File: config.mk
export PLATFORM = sky130hd
export DESIGN_NAME = rom_arbiter
export DESIGN_NICKNAME = d
export VERILOG_FILES = /design/src/rtl/rom_arb_pkg.sv /design/src/rtl/rom_arb_rr.sv /design/src/rtl/rom_arbiter.sv
export SDC_FILE = /design/constraint.sdc
export NUM_CORES = 1
export LEC_CHECK = 0
export CAP_MARGIN = 20
export CORE_MARGIN = 3
export CORE_UTILIZATION = 41
export DETAILED_ROUTE_END_ITERATION = 12
export MAX_ROUTING_LAYER = met4
export PLACE_DENSITY = 0.79
export SYNTH_ARGS = -nofsm -noshare
export SYNTH_HDL_FRONTEND = slang
export SYNTH_SLANG_ARGS = --single-unit
File: constraint.sdc
create_clock -name clk -period 1.8 [get_ports clk]
set_input_delay 0.36 -clock clk [delete_from_list [all_inputs] [get_ports clk]]
set_output_delay 0.36 -clock clk [all_outputs]
set_load 0.05 [all_outputs]
File: src/rtl/rom_arb_pkg.sv
// rom_arb_pkg: shared definitions for the ROM read arbiter.
//   state_t  - arbiter FSM state encoding (IDLE=0, ISSUE=1, CAPTURE=2)
package rom_arb_pkg;

  typedef enum logic [1:0] {
    IDLE    = 2'd0,
    ISSUE   = 2'd1,
    CAPTURE = 2'd2
  } state_t;

endpackage

File: src/rtl/rom_arb_rr.sv
// rom_arb_rr: combinational 2-way round-robin choice.
//   req0, req1 : requests from requester 0/1
//   last       : index of the requester granted most recently
//   grant      : index of the chosen requester (meaningful when valid)
//   valid      : at least one request present
module rom_arb_rr (
  input  logic req0,
  input  logic req1,
  input  logic last,
  output logic grant,
  output logic valid
);

  always_comb begin
    valid = req0 | req1;
    // On a tie the requester that was not served last wins.
    if (req0 && req1) grant = ~last;
    else              grant = req1;
  end

endmodule

File: src/rtl/rom_arbiter.sv
// rom_arbiter: shares one external single-port synchronous ROM between two
// requesters. Each read takes IDLE(grant) -> ISSUE -> CAPTURE.
//   clk, rstn        : clock, asynchronous active-low reset
//   req0/1, addr0/1  : level-sensitive read requests and their addresses
//   done0/1          : one-cycle pulse, rdata0/1 freshly valid
//   rdata0/1         : last data returned to each requester
//   rom_addr         : registered ROM address
//   rom_data         : ROM read data, valid one edge after rom_addr
//   busy             : FSM not in IDLE
module rom_arbiter
  import rom_arb_pkg::*;
#(
  parameter int unsigned AW = 9,
  parameter int unsigned DW = 12
) (
  input  logic          clk,
  input  logic          rstn,
  input  logic          req0,
  input  logic          req1,
  input  logic [AW-1:0] addr0,
  input  logic [AW-1:0] addr1,
  output logic          done0,
  output logic          done1,
  output logic [DW-1:0] rdata0,
  output logic [DW-1:0] rdata1,
  output logic [AW-1:0] rom_addr,
  input  logic [DW-1:0] rom_data,
  output logic          busy
);

  state_t state, state_next;
  logic   last;       // most recently granted requester
  logic   gnt;        // requester owning the current transaction
  logic   rr_grant;
  logic   rr_valid;
  logic   load_grant;
  logic   capture;

  rom_arb_rr u_rr (
    .req0  (req0),
    .req1  (req1),
    .last  (last),
    .grant (rr_grant),
    .valid (rr_valid)
  );

  // State register
  always_ff @(posedge clk or negedge rstn) begin
    if (!rstn) state <= IDLE;
    else       state <= state_next;
  end

  // Next-state logic
  always_comb begin
    state_next = state;
    unique case (state)
      IDLE:    if (rr_valid) state_next = ISSUE;
      ISSUE:   state_next = CAPTURE;
      CAPTURE: state_next = IDLE;
      default: state_next = IDLE;
    endcase
  end

  // Output / control decode
  always_comb begin
    load_grant = (state == IDLE) && rr_valid;
    capture    = (state == CAPTURE);
    busy       = (state != IDLE);
  end

  // Datapath: address latch, grant bookkeeping, data return.
  // rom_addr only moves on a grant, so it holds through ISSUE/CAPTURE/IDLE.
  always_ff @(posedge clk or negedge rstn) begin
    if (!rstn) begin
      last     <= 1'b1;
      gnt      <= 1'b0;
      rom_addr <= '0;
      rdata0   <= '0;
      rdata1   <= '0;
      done0    <= 1'b0;
      done1    <= 1'b0;
    end else begin
      done0 <= 1'b0;
      done1 <= 1'b0;
      if (load_grant) begin
        gnt      <= rr_grant;
        last     <= rr_grant;
        rom_addr <= rr_grant ? addr1 : addr0;
      end
      if (capture) begin
        if (gnt) begin
          rdata1 <= rom_data;
          done1  <= 1'b1;
        end else begin
          rdata0 <= rom_data;
          done0  <= 1'b1;
        end
      end
    end
  end

endmodule

==> run_summary.xml <==
<?xml version="1.0" encoding="UTF-8"?>
<metrics>
  <group name="global_routing">
    <metric name="pin_count_of_the_biggest_net_entering_global_routing" unit="">23</metric>
    <metric name="grt_pass1_wl" unit="µm">5360</metric>
    <metric name="first_global_vias" unit="">1139</metric>
    <metric name="antenna_found_initial" unit="">0</metric>
    <metric name="grt-ovfl-total" unit="">0</metric>
    <metric name="grt_usage" unit="">0.164</metric>
  </group>
  <group name="route">
    <metric name="met3_length" unit="µm">338</metric>
    <metric name="route.layer.met1.wl" unit="µm">1340</metric>
    <metric name="routed_wire_length_on_met2" unit="µm">1630</metric>
    <metric name="route.detailed.vias_per_inst" unit="">4.74</metric>
    <metric name="drt_wl_total" unit="µm">3350</metric>
    <metric name="detail_route.drc_violations" unit="">0</metric>
    <metric name="drtIter0Drc" unit="">52</metric>
    <metric name="top_layer_used" unit="">met4</metric>
    <metric name="vias" unit="">1067</metric>
    <metric name="post_drt_wl_per_cell" unit="µm">14.9</metric>
    <metric name="route.antenna.remaining_nets" unit="">0</metric>
    <metric name="drtPass1Iterations" unit="">4</metric>
  </group>
  <group name="finish">
    <metric name="most_common_library_cell_in_the_layout_ignoring_fill_and_taps" unit="">buf_4</metric>
    <metric name="mostFrequentLayoutCells" unit="">buf_4 (45), dfrtp_1 (38), clkdlybuf4s50_1 (32)</metric>
    <metric name="antennaDiodeCount" unit="">0</metric>
    <metric name="area_delta_synth_final" unit="%">50.9</metric>
    <metric name="finalCoreUtilization" unit="">0.681</metric>
    <metric name="layout-drive-gt1-share" unit="">0.542</metric>
    <metric name="final_nets" unit="">212</metric>
  </group>
  <group name="clocking">
    <metric name="ctsLongestPathBuffers" unit="">2</metric>
    <metric name="clock_latency" unit="ps">280</metric>
    <metric name="cts_setup_buffers" unit="">0</metric>
    <metric name="cts.htree.levels" unit="">2</metric>
    <metric name="tritoncts" unit="">yes</metric>
    <metric name="clk_sink_count" unit="">39</metric>
    <metric name="cts_root_buf" unit="">clkbuf_8</metric>
    <metric name="clk_transition_reported_paths" unit="ps">70</metric>
    <metric name="tritoncts.num_buffers" unit="">5</metric>
  </group>
  <group name="synth">
    <metric name="net_count_after_synthesis" unit="">131</metric>
    <metric name="post_synth_num_cell_types" unit="">18</metric>
    <metric name="synth_sequential_area_ratio" unit="">0.615</metric>
    <metric name="post_synthesis_mean_instance_area" unit="µm²">16.4</metric>
    <metric name="synth.yosys.warnings" unit="">0</metric>
    <metric name="post-synth-top-area-fraction" unit="">0.598</metric>
    <metric name="post_synth_inst_count" unit="">97</metric>
    <metric name="yosys-top-cells-area" unit="">dfrtp_1 (60%), mux2_2 (22%), mux2_4 (8.5%), dfstp_2 (1.7%), mux2_1 (1.4%)</metric>
    <metric name="synth-async-reset-ratio" unit="">1.00</metric>
    <metric name="synth_enable_flop_cells" unit="">0</metric>
    <metric name="post_synth_top_area_cell" unit="">dfrtp_1</metric>
    <metric name="mappedNetlistArea" unit="mm²">0.00159</metric>
    <metric name="ys_seq_elements" unit="">39</metric>
    <metric name="most_used_flip_flop_cell_after_synthesis" unit="">dfrtp_1</metric>
  </group>
  <group name="sta">
    <metric name="final-max-slew-violation-count" unit="">0</metric>
    <metric name="rsz0062_at_grt" unit="">no</metric>
    <metric name="slew-limit-headroom" unit="">0.690</metric>
    <metric name="finalClockSkew" unit="ps">4.89</metric>
    <metric name="period_needed" unit="ps">1660</metric>
    <metric name="slew_at_the_pin_closest_to_its_max_slew_limit" unit="ps">464</metric>
    <metric name="clock.fmax" unit="MHz">602</metric>
    <metric name="finalSetupViolations" unit="">0</metric>
    <metric name="timing_hold_violations_final" unit="">0</metric>
    <metric name="layout_worst_path_cycle_share" unit="">0.924</metric>
  </group>
  <group name="place">
    <metric name="place.detailed.hpwl" unit="µm">2660</metric>
    <metric name="gp_congestion" unit="">0.686</metric>
    <metric name="numPortBuffers" unit="">69</metric>
  </group>
  <group name="floorplanning">
    <metric name="pin_count" unit="">70</metric>
    <metric name="floorplan.initialDensity" unit="">0.451</metric>
    <metric name="die_w" unit="µm">68.3</metric>
    <metric name="die_y" unit="µm">68.3</metric>
    <metric name="die_area" unit="mm²">0.00466</metric>
    <metric name="core-area" unit="mm²">0.00352</metric>
    <metric name="row_count" unit="">21</metric>
  </group>
  <group name="setup_path">
    <metric name="r2r_cells" unit="">3</metric>
    <metric name="cp.buffers_inverters" unit="">1</metric>
    <metric name="endpoint_kind" unit="">register</metric>
    <metric name="crit_path_top_delay_cell" unit="">clkdlybuf4s50_1</metric>
    <metric name="worstPathCellList" unit="">clkdlybuf4s50_1 -&gt; a21bo_2 -&gt; mux2_4 -&gt; mux2_2</metric>
    <metric name="critical_path.top_delay_family" unit="">multiplexers</metric>
    <metric name="cpPeakStageDelay" unit="ps">430</metric>
    <metric name="cp.required" unit="ps">1970</metric>
    <metric name="levels_on_crit_path" unit="">4</metric>
    <metric name="worst-path-max-fanout" unit="">10</metric>
    <metric name="worst_ep_arrival_time" unit="ps">1830</metric>
    <metric name="worst-r2r-setup-slack" unit="ps">180</metric>
    <metric name="setup.worst_path.start" unit="">req1</metric>
    <metric name="worst_setup_path_start_kind" unit="">input pin</metric>
    <metric name="worstSetupPathType" unit="">in -&gt; reg</metric>
    <metric name="r2r-start" unit="">last</metric>
  </group>
  <group name="worst_hold_path">
    <metric name="hold_path.class" unit="">in -&gt; async</metric>
  </group>
  <group name="run_status">
    <metric name="run_status" unit="">finished, final reports clean</metric>
  </group>
  <group name="flow_run">
    <metric name="drv_cap" unit="">0</metric>
  </group>
</metrics>
cell type report:
cell class | instances | area, µm²
clock buffer | 6 | 82.6
sequential | 39 | 977
inverter | 3 | 11.3
fill | 260 | 1120
multi-input combinational | 51 | 572
clock inverter | 2 | 35.0
tap | 46 | 57.6
timing repair buffer | 78 | 663
registers in the layout (all words and copies together), names as in the netlist:
name,cells
rdata0,12
rdata1,12
rom_addr,9
state,2
done0,1
done1,1
gnt,1
last,1
cells in the mapped netlist (2+ instances only):
master   instances
buf_2            2
dfrtp_1         38
inv_1            3
mux2_1           2
mux2_2          31
mux2_4           9
final timing paths:
kind	end
max	rom_addr[4]
min	rdata1[8]
max reg2reg	rom_addr[4]
min reg2reg	state[1]
max in group asynchronous	rdata1[2]
min in group clk	state[1]
repair_timing:
| action | 4_1_cts | 5_1_grt |
|---|---|---|
| hold buffers | 0 | 0 |
| endpoints found under the setup margin | 1 | 0 |
| resized for setup | 1 | 0 |
metal layers:
| layer | up-vias | track usage |
|---|---|---|
| li1 | 498 | - |
| met1 | 505 | 0.184 |
| met2 | 58 | 0.277 |
| met3 | 6 | 0.0525 |
| met4 | 0 | 0.0521 |
| met5 | - | - |
logic make-up after synthesis:
kind of cell           Yosys count  share of synthesized area
buffers and inverters            7                     0.0252
muxes                           42                      0.319
DFF                             39                      0.615
AOI/OAI and AO/OA                5                     0.0220
and+or+nand+nor                  4                     0.0189
per-stage QoR:
stage	area, µm²	cells	TNS, ps	hold WS, ps	setup WS (ps)
floorplan	1590	97	0	64.4	355
global placement	2280	217	-2140	328	-238
detailed placement	2280	217	-2590	341	-311
CTS	2400	225	0	29.8	133
global route	2400	225	0	43.1	93.1
finish	2400	225	0	18.1	138
Power is left out: the tool's default activity adds up to more than one toggle a clock period on the data nets, which glitch-free logic cannot reach.
